## config.mk

```make
export PLATFORM = sky130hd
export DESIGN_NAME = lomo_frame_receiver
export DESIGN_NICKNAME = d
export VERILOG_FILES = /design/src/rtl/lomo_pkg.sv /design/src/rtl/lomo_edge_sync.sv /design/src/rtl/lomo_frame_receiver.sv
export SDC_FILE = /design/constraint.sdc
export NUM_CORES = 1
export LEC_CHECK = 0
export BUFFER_PORTS_ARGS = -buffer_cell sky130_fd_sc_hd__buf_2
export CAP_MARGIN = 0
export CORE_MARGIN = 2
export CORE_UTILIZATION = 40
export CTS_BUF_LIST = sky130_fd_sc_hd__clkbuf_2 sky130_fd_sc_hd__clkbuf_4 sky130_fd_sc_hd__clkbuf_8
export DETAILED_ROUTE_END_ITERATION = 7
export SYNTH_ARGS = -nofsm -noshare
export SYNTH_HDL_FRONTEND = slang
export SYNTH_SLANG_ARGS = --single-unit
```

## constraint.sdc

```tcl
create_clock -name clk -period 7.8 [get_ports clk]
set_clock_uncertainty 0.05 [all_clocks]
set_input_delay 0 -clock clk [delete_from_list [all_inputs] [get_ports clk]]
set_output_delay 0 -clock clk [all_outputs]
set_load 0.03 [all_outputs]
```

## src/rtl/lomo_pkg.sv

```systemverilog
// lomo_pkg
//   Constants and types shared by both ends of the LOMO serial link (imitator
//   frame former and frame receiver), so that word size, frame length and
//   receiver state encoding agree on both sides.
//   No ports; import with "import lomo_pkg::*;".
package lomo_pkg;

    localparam int LOMO_WORD_BITS   = 12;
    localparam int LOMO_FRAME_WORDS = 32;
    localparam int LOMO_TIMEOUT_CYC = 4096;
    localparam int LOMO_SYNC_STAGES = 2;

    typedef enum logic {
        HUNT = 1'b0,
        RECV = 1'b1
    } lomo_state_e;

endpackage

```

## src/rtl/lomo_edge_sync.sv

```systemverilog
// lomo_edge_sync
//   Brings one asynchronous line into the clk domain through SYNC_STAGES
//   flip-flops and produces a one-cycle pulse on each rising edge of the
//   synchronised level.
// Ports
//   clk    in   system clock
//   rst    in   asynchronous reset, active low
//   din    in   asynchronous input line
//   level  out  synchronised level (last synchroniser stage)
//   rise   out  one-cycle pulse when level goes 0 -> 1
module lomo_edge_sync #(
    parameter int SYNC_STAGES = 2
) (
    input  logic clk,
    input  logic rst,
    input  logic din,
    output logic level,
    output logic rise
);

    logic [SYNC_STAGES-1:0] sync_q, sync_d;
    logic                   prev_q, prev_d;

    always_comb begin
        sync_d = {sync_q[SYNC_STAGES-2:0], din};
        prev_d = sync_q[SYNC_STAGES-1];
    end

    always_ff @(posedge clk or negedge rst) begin
        if (!rst) begin
            sync_q <= '0;
            prev_q <= 1'b0;
        end else begin
            sync_q <= sync_d;
            prev_q <= prev_d;
        end
    end

    assign level = sync_q[SYNC_STAGES-1];
    assign rise  = sync_q[SYNC_STAGES-1] & ~prev_q;

endmodule

```

## src/rtl/lomo_frame_receiver.sv

```systemverilog
// lomo_frame_receiver
//   Receives the LOMO serial triple (MK frame marker, CLK bit clock, SRL data),
//   resynchronised into the clk domain. Locks on MK, shifts SRL MSB first on
//   every CLK rising edge, emits completed words tagged with their index in
//   the frame, counts good frames and keeps sticky framing-fault flags.
// Ports
//   clk        in   system clock (80 MHz)
//   rst        in   asynchronous reset, active low
//   iMK/iCLK/iSRL   in   serial triple, asynchronous to clk
//   oWord      out  last completed word
//   oIdx       out  index of oWord within the frame
//   oSof       out  high with oValid for the first word of a frame
//   oValid     out  one-cycle strobe qualifying oWord/oIdx/oSof
//   oLocked    out  receiver is locked onto a frame
//   oErrShort  out  sticky: MK before the frame was complete
//   oErrLong   out  sticky: bit received after a full frame without MK
//   oErrTout   out  sticky: bit clock lost while locked
//   iErrClr    in   synchronous pulse clearing the sticky flags
//   oFrameCnt  out  number of complete good frames (wraps)
module lomo_frame_receiver
    import lomo_pkg::*;
#(
    parameter int WORD_BITS   = LOMO_WORD_BITS,
    parameter int FRAME_WORDS = LOMO_FRAME_WORDS,
    parameter int TIMEOUT_CYC = LOMO_TIMEOUT_CYC,
    parameter int SYNC_STAGES = LOMO_SYNC_STAGES
) (
    input  logic                           clk,
    input  logic                           rst,
    input  logic                           iMK,
    input  logic                           iCLK,
    input  logic                           iSRL,
    output logic [WORD_BITS-1:0]           oWord,
    output logic [$clog2(FRAME_WORDS)-1:0] oIdx,
    output logic                           oSof,
    output logic                           oValid,
    output logic                           oLocked,
    output logic                           oErrShort,
    output logic                           oErrLong,
    output logic                           oErrTout,
    input  logic                           iErrClr,
    output logic [15:0]                    oFrameCnt
);

    localparam int IDX_W  = $clog2(FRAME_WORDS);
    // word counter must reach FRAME_WORDS itself to recognise a full frame
    localparam int WC_W   = $clog2(FRAME_WORDS + 1);
    localparam int BC_W   = $clog2(WORD_BITS + 1);
    localparam int IDLE_W = $clog2(TIMEOUT_CYC);

    localparam logic [WC_W-1:0]   WC_FULL   = WC_W'(FRAME_WORDS);
    localparam logic [BC_W-1:0]   BC_LAST   = BC_W'(WORD_BITS - 1);
    localparam logic [IDLE_W-1:0] IDLE_LAST = IDLE_W'(TIMEOUT_CYC - 1);

    logic mk_rise, mk_level_unused;
    logic clk_rise, clk_level_unused;
    logic srl_level, srl_rise_unused;

    lomo_edge_sync #(.SYNC_STAGES(SYNC_STAGES)) u_sync_mk (
        .clk(clk), .rst(rst), .din(iMK), .level(mk_level_unused), .rise(mk_rise)
    );

    lomo_edge_sync #(.SYNC_STAGES(SYNC_STAGES)) u_sync_clk (
        .clk(clk), .rst(rst), .din(iCLK), .level(clk_level_unused), .rise(clk_rise)
    );

    // Same stage count as CLK, so srl_level is the bit that was stable at the CLK rise.
    lomo_edge_sync #(.SYNC_STAGES(SYNC_STAGES)) u_sync_srl (
        .clk(clk), .rst(rst), .din(iSRL), .level(srl_level), .rise(srl_rise_unused)
    );

    lomo_state_e          state_q, state_d;
    logic [WORD_BITS-1:0] sr_q, sr_d;
    logic [BC_W-1:0]      bit_cnt_q, bit_cnt_d;
    logic [WC_W-1:0]      word_cnt_q, word_cnt_d;
    logic [IDLE_W-1:0]    idle_q, idle_d;
    logic [WORD_BITS-1:0] word_q, word_d;
    logic [IDX_W-1:0]     idx_q, idx_d;
    logic                 sof_q, sof_d;
    logic                 valid_q, valid_d;
    logic                 err_short_q, err_short_d;
    logic                 err_long_q, err_long_d;
    logic                 err_tout_q, err_tout_d;
    logic [15:0]          frame_cnt_q, frame_cnt_d;

    logic                 set_short, set_long, set_tout;
    logic [BC_W-1:0]      bit_work;
    logic [WC_W-1:0]      word_work;
    logic [WORD_BITS-1:0] shifted;

    // bit_work/word_work carry the counters through a cycle in which MK is
    // handled before the coincident bit, so the bit lands in the new frame.
    always_comb begin
        state_d     = state_q;
        sr_d        = sr_q;
        bit_cnt_d   = bit_cnt_q;
        word_cnt_d  = word_cnt_q;
        idle_d      = idle_q;
        word_d      = word_q;
        idx_d       = idx_q;
        sof_d       = 1'b0;
        valid_d     = 1'b0;
        frame_cnt_d = frame_cnt_q;
        set_short   = 1'b0;
        set_long    = 1'b0;
        set_tout    = 1'b0;
        bit_work    = bit_cnt_q;
        word_work   = word_cnt_q;
        shifted     = {sr_q[WORD_BITS-2:0], srl_level};

        case (state_q)
            HUNT: begin
                idle_d = '0;
                if (mk_rise) begin
                    state_d    = RECV;
                    word_cnt_d = '0;
                    bit_cnt_d  = '0;
                    if (clk_rise) begin
                        sr_d      = shifted;
                        bit_cnt_d = BC_W'(1);
                    end
                end
            end

            RECV: begin
                if (mk_rise) begin
                    if (word_cnt_q == WC_FULL && bit_cnt_q == '0) begin
                        frame_cnt_d = frame_cnt_q + 16'd1;
                    end else begin
                        set_short = 1'b1;
                    end
                    bit_work  = '0;
                    word_work = '0;
                end

                if (clk_rise) begin
                    if (word_work == WC_FULL) begin
                        set_long  = 1'b1;
                        state_d   = HUNT;
                        bit_work  = '0;
                        word_work = '0;
                    end else begin
                        sr_d = shifted;
                        if (bit_work == BC_LAST) begin
                            word_d    = shifted;
                            idx_d     = word_work[IDX_W-1:0];
                            sof_d     = (word_work == '0);
                            valid_d   = 1'b1;
                            bit_work  = '0;
                            word_work = word_work + WC_W'(1);
                        end else begin
                            bit_work = bit_work + BC_W'(1);
                        end
                    end
                end

                // Any activity on MK or CLK proves the link is alive.
                if (mk_rise || clk_rise) begin
                    idle_d = '0;
                end else if (idle_q == IDLE_LAST) begin
                    set_tout  = 1'b1;
                    state_d   = HUNT;
                    bit_work  = '0;
                    word_work = '0;
                    idle_d    = '0;
                end else begin
                    idle_d = idle_q + IDLE_W'(1);
                end

                bit_cnt_d  = bit_work;
                word_cnt_d = word_work;
            end

            default: state_d = HUNT;
        endcase

        // A fault occurring in the same cycle as the clear request stays visible.
        err_short_d = set_short | (err_short_q & ~iErrClr);
        err_long_d  = set_long  | (err_long_q  & ~iErrClr);
        err_tout_d  = set_tout  | (err_tout_q  & ~iErrClr);
    end

    always_ff @(posedge clk or negedge rst) begin
        if (!rst) begin
            state_q     <= HUNT;
            sr_q        <= '0;
            bit_cnt_q   <= '0;
            word_cnt_q  <= '0;
            idle_q      <= '0;
            word_q      <= '0;
            idx_q       <= '0;
            sof_q       <= 1'b0;
            valid_q     <= 1'b0;
            err_short_q <= 1'b0;
            err_long_q  <= 1'b0;
            err_tout_q  <= 1'b0;
            frame_cnt_q <= '0;
        end else begin
            state_q     <= state_d;
            sr_q        <= sr_d;
            bit_cnt_q   <= bit_cnt_d;
            word_cnt_q  <= word_cnt_d;
            idle_q      <= idle_d;
            word_q      <= word_d;
            idx_q       <= idx_d;
            sof_q       <= sof_d;
            valid_q     <= valid_d;
            err_short_q <= err_short_d;
            err_long_q  <= err_long_d;
            err_tout_q  <= err_tout_d;
            frame_cnt_q <= frame_cnt_d;
        end
    end

    assign oWord     = word_q;
    assign oIdx      = idx_q;
    assign oSof      = sof_q;
    assign oValid    = valid_q;
    assign oLocked   = (state_q == RECV);
    assign oErrShort = err_short_q;
    assign oErrLong  = err_long_q;
    assign oErrTout  = err_tout_q;
    assign oFrameCnt = frame_cnt_q;

endmodule

```

# Yosys cells after proc, flatten, opt, wreduce, memory -nomap -nowiden
# Cells that the tools add are included.
# classes
n_addsub	4
n_eq_ne	8
muxes	49
bitwise_logic	13
n_reduce_logical	7
# ops
operator	n
two-way mux 11 bit	4
two-way mux 6 bit	7
two-way mux 4 bit	8
two-way mux 12 bit	2
case mux 12 bit (2 select lines)	1
two-way mux 1 bit	23
case mux 11 bit (2 select lines)	1
adder 16 x 1 -> 16 bit (second input constant)	1
adder 12 x 1 -> 12 bit (second input constant)	1
equality test 12 bit (second input constant)	1
equality test 6 bit (second input constant)	2
case mux 6 bit (2 select lines)	1
inequality test 2 bit (second input constant)	4
case mux 4 bit (2 select lines)	1
AND reduction 4 bit	2
adder 6 x 1 -> 6 bit (second input constant)	1
logical NOT 6 bit	1
bitwise AND 1 bit	5
NOT 1 bit	5
adder 4 x 1 -> 4 bit (second input constant)	1
equality test 4 bit (second input constant)	1
logical NOT 4 bit	1
bitwise OR 1 bit	3
AND reduction 3 bit	1
other kinds (3)	3
# word_totals
register_bits	80
out_inout_bits	39

# Logic depth before layout (Yosys ltp)
# logic_depth
word_depth	11
depth_mapped	11
ltp_nobuf	8

# By module
# Synthesis repeated with hierarchy kept, for this count alone.
# hier_totals
cells_unflattened	291
area_unflattened_um2	3579.7
# by_module_without_submodules
mod	instances	cells_each	area_each_um2	seq_area_each_um2
lomo_frame_receiver	1	279	3313.2	1801.7
lomo_edge_sync	3	4	88.8	75.1

# Worst setup path before layout
# OpenSTA, ideal clock, no wires.
# synth_timing
kind	flip-flop to flip-flop
from	register u_sync_mk.sync_q[1]
to	register word_q[4], in the netlist oWord[4]
arrival_time_ps	2682
slack_ps	4943
path_stages_with_launch	12
synth_period_minus_slack_ps	2857
path_cell_list	dfrtp_1 > nand2b_1 > clkbuf_1 > clkbuf_1 > and2_1 > ha_1 > nor2b_1 > nand3_1 > or3_4 > inv_6 > buf_12 > mux2_4
# synth_between
elab_chain_len	6
elab_cells_between_ends	9
classes_between	eq/ne (2); mux (4); bitwise (2); reduce/logical (1)
# synth_rtl
element	line_no	text
start, declared	lomo_edge_sync.sv:21	logic [SYNC_STAGES-1:0] sync_q, sync_d;
start signal, assigned	lomo_edge_sync.sv:34	sync_q <= sync_d;
bitwise AND 1 bit (*)	lomo_edge_sync.sv:40	assign rise = sync_q[SYNC_STAGES-1] & ~prev_q;
two-way mux 6 bit	lomo_frame_receiver.sv:126	if (mk_rise) begin
two-way mux 6 bit	lomo_frame_receiver.sv:111	case (state_q)
equality test 6 bit	lomo_frame_receiver.sv:137	if (word_work == WC_FULL) begin
NOT 1 bit (no line)	-	
AND reduction 4 bit (no line) (*)	-	
end signal, assigned	lomo_frame_receiver.sv:204	word_q <= word_d;
end, declared	lomo_frame_receiver.sv:77	logic [WORD_BITS-1:0] word_q, word_d;
# Mark *: on every way between the ends. The rest lies on a longest branch, timed or not. The select of a mux whose other input is x is not followed.
# A chain may end at the register's enable or synchronous reset.

# Worst setup path in the final report
# layout_timing
from	register u_sync_mk.sync_q[1]
to	register word_q[1], in the netlist oWord[1]
# The elaborated chain is that of the path after synthesis.

==> summary.txt <==
Async S/R FF share, synth: 100%
fin area: 4220 um^2
vias per cell: 5.31
Area after DPL: 3900 um^2
Adder-Cell Fraction of Synth Area: 1.38%
die area: 9850 um^2
register area share after synthesis: 55.2%
Setup-failing EPs final: 0
post-CTS sizing: 0
Pleak: 0.00200 uW
final number of hold-violating endpoints: 0
initial DRC count: 119
Slowest cell on crit path: or3_4
Initial Util: 41.4%
post-synthesis xor/xnor area fraction: 6.03%
Syn Area/Cell: 11.7 um^2
wire length of the first global-routing pass: 11900 um
via count: 2490
met3 routed wirelength: 274 um
routed len/inst: 14.5 um
CP endpoint kind: flop
max cap viols: 0
initial antenna violation count: 0
fin crit share: 39.2%
# diodes: 0
fin. max-slew vios: 0
Max Clock Freq: 0.327 GHz
Final ANT Viol Nets: 0
Post-Synthesis Cells: 310
Syn. warnings: 0
wirelength, routed: 6810 um
main combinational cell family by area after synthesis: simple AND/OR/NAND/NOR gates
CP Cell Sequence: nand2b_1, and2_1, ha_1, nor2b_1, nand3_1, or3_4, inv_6, mux2_2
prevailing post-synth register cell: dfrtp_1
uppermost routed layer: met4
layout cells sized above 1: 25.5%
hold_buf cts: 5
CTS H-tree lvls: 3
routed length on met1: 3190 um
die height: 99.2 um
power density over cell area: 220 nW/um^2
Post-Synth Simple-Gate Area: 17.8%
total grt overflow: 0
Period minus WS final: 3060 ps
final RePlAce weighted congestion: 0.851
Final HPWL DP: 4600 um
total CTS buffers: 9
clk buf depth: 2
IO Pins: 45
WS Path Type: flop to flop
setup bufs post-CTS: 0
FF+latch count, synth: 80
worst slew pin tran: 1100 ps
CP arrival: 3240 ps
Startpoint Class: flop
Cell Area, Synth: 3630 um^2
Critical path origin: u_sync_mk.sync_q[1]
maximum fanout along the worst path: 20
Mapped Nets: 320
Post-synth EDFFs: 0
RSZ-0062 raised after global routing: false
fill count: 810
Final TNS setup: 0 ps
mux cell area share after synthesis: 9.55%
Pre-antenna DRT Iters: 4
Yosys cell types: 52
crit-path max cell delay: 510 ps
Compound-Gate Fraction of Synth Area: 6.48%
Clock Sinks: 80
Crit Reg-Reg Startpoint: u_sync_mk.sync_q[1]
VDD IR max: 0.115 mV
CORE AREA: 8760 um^2
Tot GR Track Use: 15.0%
die span in x: 99.2 um
CTS tree: built
status: completed
DRC errors left: 0
vias in the first global route: 2454
CP required: 7980 ps
CTS clock-pin slew for the worst setup and hold paths: 80 ps
largest net degree at the start of global routing: 81
HP Start: iSRL
clk_lat worst skew: 350 ps
row count: 34
Synth-to-Final Area Change: 16.2%
min-delay worst type: input port to flop
worst rel slew slack: 27.0%
Port Buffers: 44
fin nets: 366
routed wl met2: 3230 um
root buf cell: clkbuf_8
[Yosys cell counts, drive strengths merged, types with 2 or more instances]
library cell	n	share of area [%]
nand3	17	2.3
o211ai	3	0.62
nand3b	2	0.41
or4	3	0.62
mux2	27	9.0
or3	6	1.2
and4	2	0.48
nor2b	4	0.69
a31oi	2	0.34
nor4	2	0.52
and3	12	2.1
o22ai	4	0.69
xnor2	19	4.6
a311oi	2	0.48
nor3	7	1.3
mux2i	2	0.55
and2	7	1.2
a21oi	4	0.55
nand4	16	2.8
o21ai	6	0.83
ha	4	1.4
dfrtp	80	55
clkbuf	8	0.86
xor2	6	1.4
nand2	11	1.1
inv	10	1.2
nand2b	5	0.86
nor2	19	2.0
buf	6	1.5
[worst max-delay path, delay by kind of cell (launching register included)]
family	cells	cell delay [ps]
adders and majority gates	1	190
buffers and inverters	1	170
and+or+nand+nor	5	1740
DFF	1	420
muxes	1	360
[cells by family after synthesis]
family          count (synthesis)
buf+inv                        25
mux                            29
fa+ha+maj                       4
flops                          80
xor+xnor                       25
simple gates                  114
compound gates                 33
[per-stage QoR]
| stage | util [%] | cells | setup WS [ps] | hold slack [ps] | power, uW |
|---|---|---|---|---|---|
| final | 48.1 | 469 | 4740 | 241 | 928 |
| after CTS | 48.1 | 469 | 4750 | 220 | 942 |
| after detailed placement | 44.5 | 448 | 4760 | 59.3 | 539 |
| after floorplan | - | 310 | 4940 | -346 | 516 |
| after global routing | 48.1 | 469 | 4480 | 233 | 972 |
| after global placement | 44.5 | 448 | 4860 | 58.5 | 537 |
[where the power goes]
group | internal [uW] | leakage (uW) | total [uW] | switching (uW)
Combinational | 31.9 | 0.000801 | 62.3 | 30.4
Sequential | 447 | 0.00107 | 469 | 22.2
Clock | 246 | 0.000134 | 397 | 151
Total | 725 | 0.00200 | 928 | 204
[cell usage in the layout (no fill, tap or decap), types with 5 or more instances in the layout]
| cell type | count |
|---|---|
| xor2_1 | 6 |
| nand2b_1 | 5 |
| nor2_1 | 19 |
| xnor2_1 | 19 |
| nand4_1 | 16 |
| or3_1 | 5 |
| o21ai_0 | 6 |
| clkbuf_8 | 9 |
| dlygate4sd3_1 | 5 |
| nand2_1 | 11 |
| dfrtp_1 | 80 |
| and3_1 | 12 |
| nand3_1 | 17 |
| buf_2 | 43 |
| mux2_2 | 21 |
| mux2_4 | 6 |
| nor3_1 | 6 |
| and2_1 | 7 |
| inv_1 | 9 |
[worst paths after layout]
kind                                        end  slack, ps  cells after the start
max in group asynchronous          bit_cnt_q[3]       6770                      2
setup / recovery                       oWord[1]       4740                      8
hold / removal             u_sync_srl.sync_q[0]        240                      2
hold reg to reg            u_sync_clk.sync_q[1]        300                      0
min in group asynchronous          oFrameCnt[6]        310                      2
setup reg to reg                       oWord[1]       4740                      8
[per-layer routing]
layer / track usage (%) / vias to the layer above
li1: - / 1208
met1: 19.9 / 1226
met2: 23.5 / 46
met3: 4.15 / 10
met4: 5.69 / 0
met5: 0 / -
[cell type report]
type | instances | area (um^2) | area share (%)
inverters | 11 | 46.3 | 1.10
flip-flops and latches | 80 | 2000 | 47.5
clock buffers | 9 | 124 | 2.94
well taps | 108 | 135 | 3.20
clock inverters | 7 | 143 | 3.38
repair buffers | 49 | 273 | 6.47
multi-input cells | 205 | 1500 | 35.4
[flip-flops by register name (all words and copies together), names as in the netlist]
name               flops
oFrameCnt             16
u_sync_clk.prev_q      1
oValid                 1
word_cnt_q             6
bit_cnt_q              4
u_sync_clk.sync_q      2
oErrTout               1
oErrLong               1
u_sync_mk.prev_q       1
oErrShort              1
sr_q                  11
idle_q                12
oWord                 12
u_sync_srl.sync_q      2
oIdx                   5
u_sync_mk.sync_q       2
oLocked                1
oSof                   1
Power figures use the tool's default switching activity.
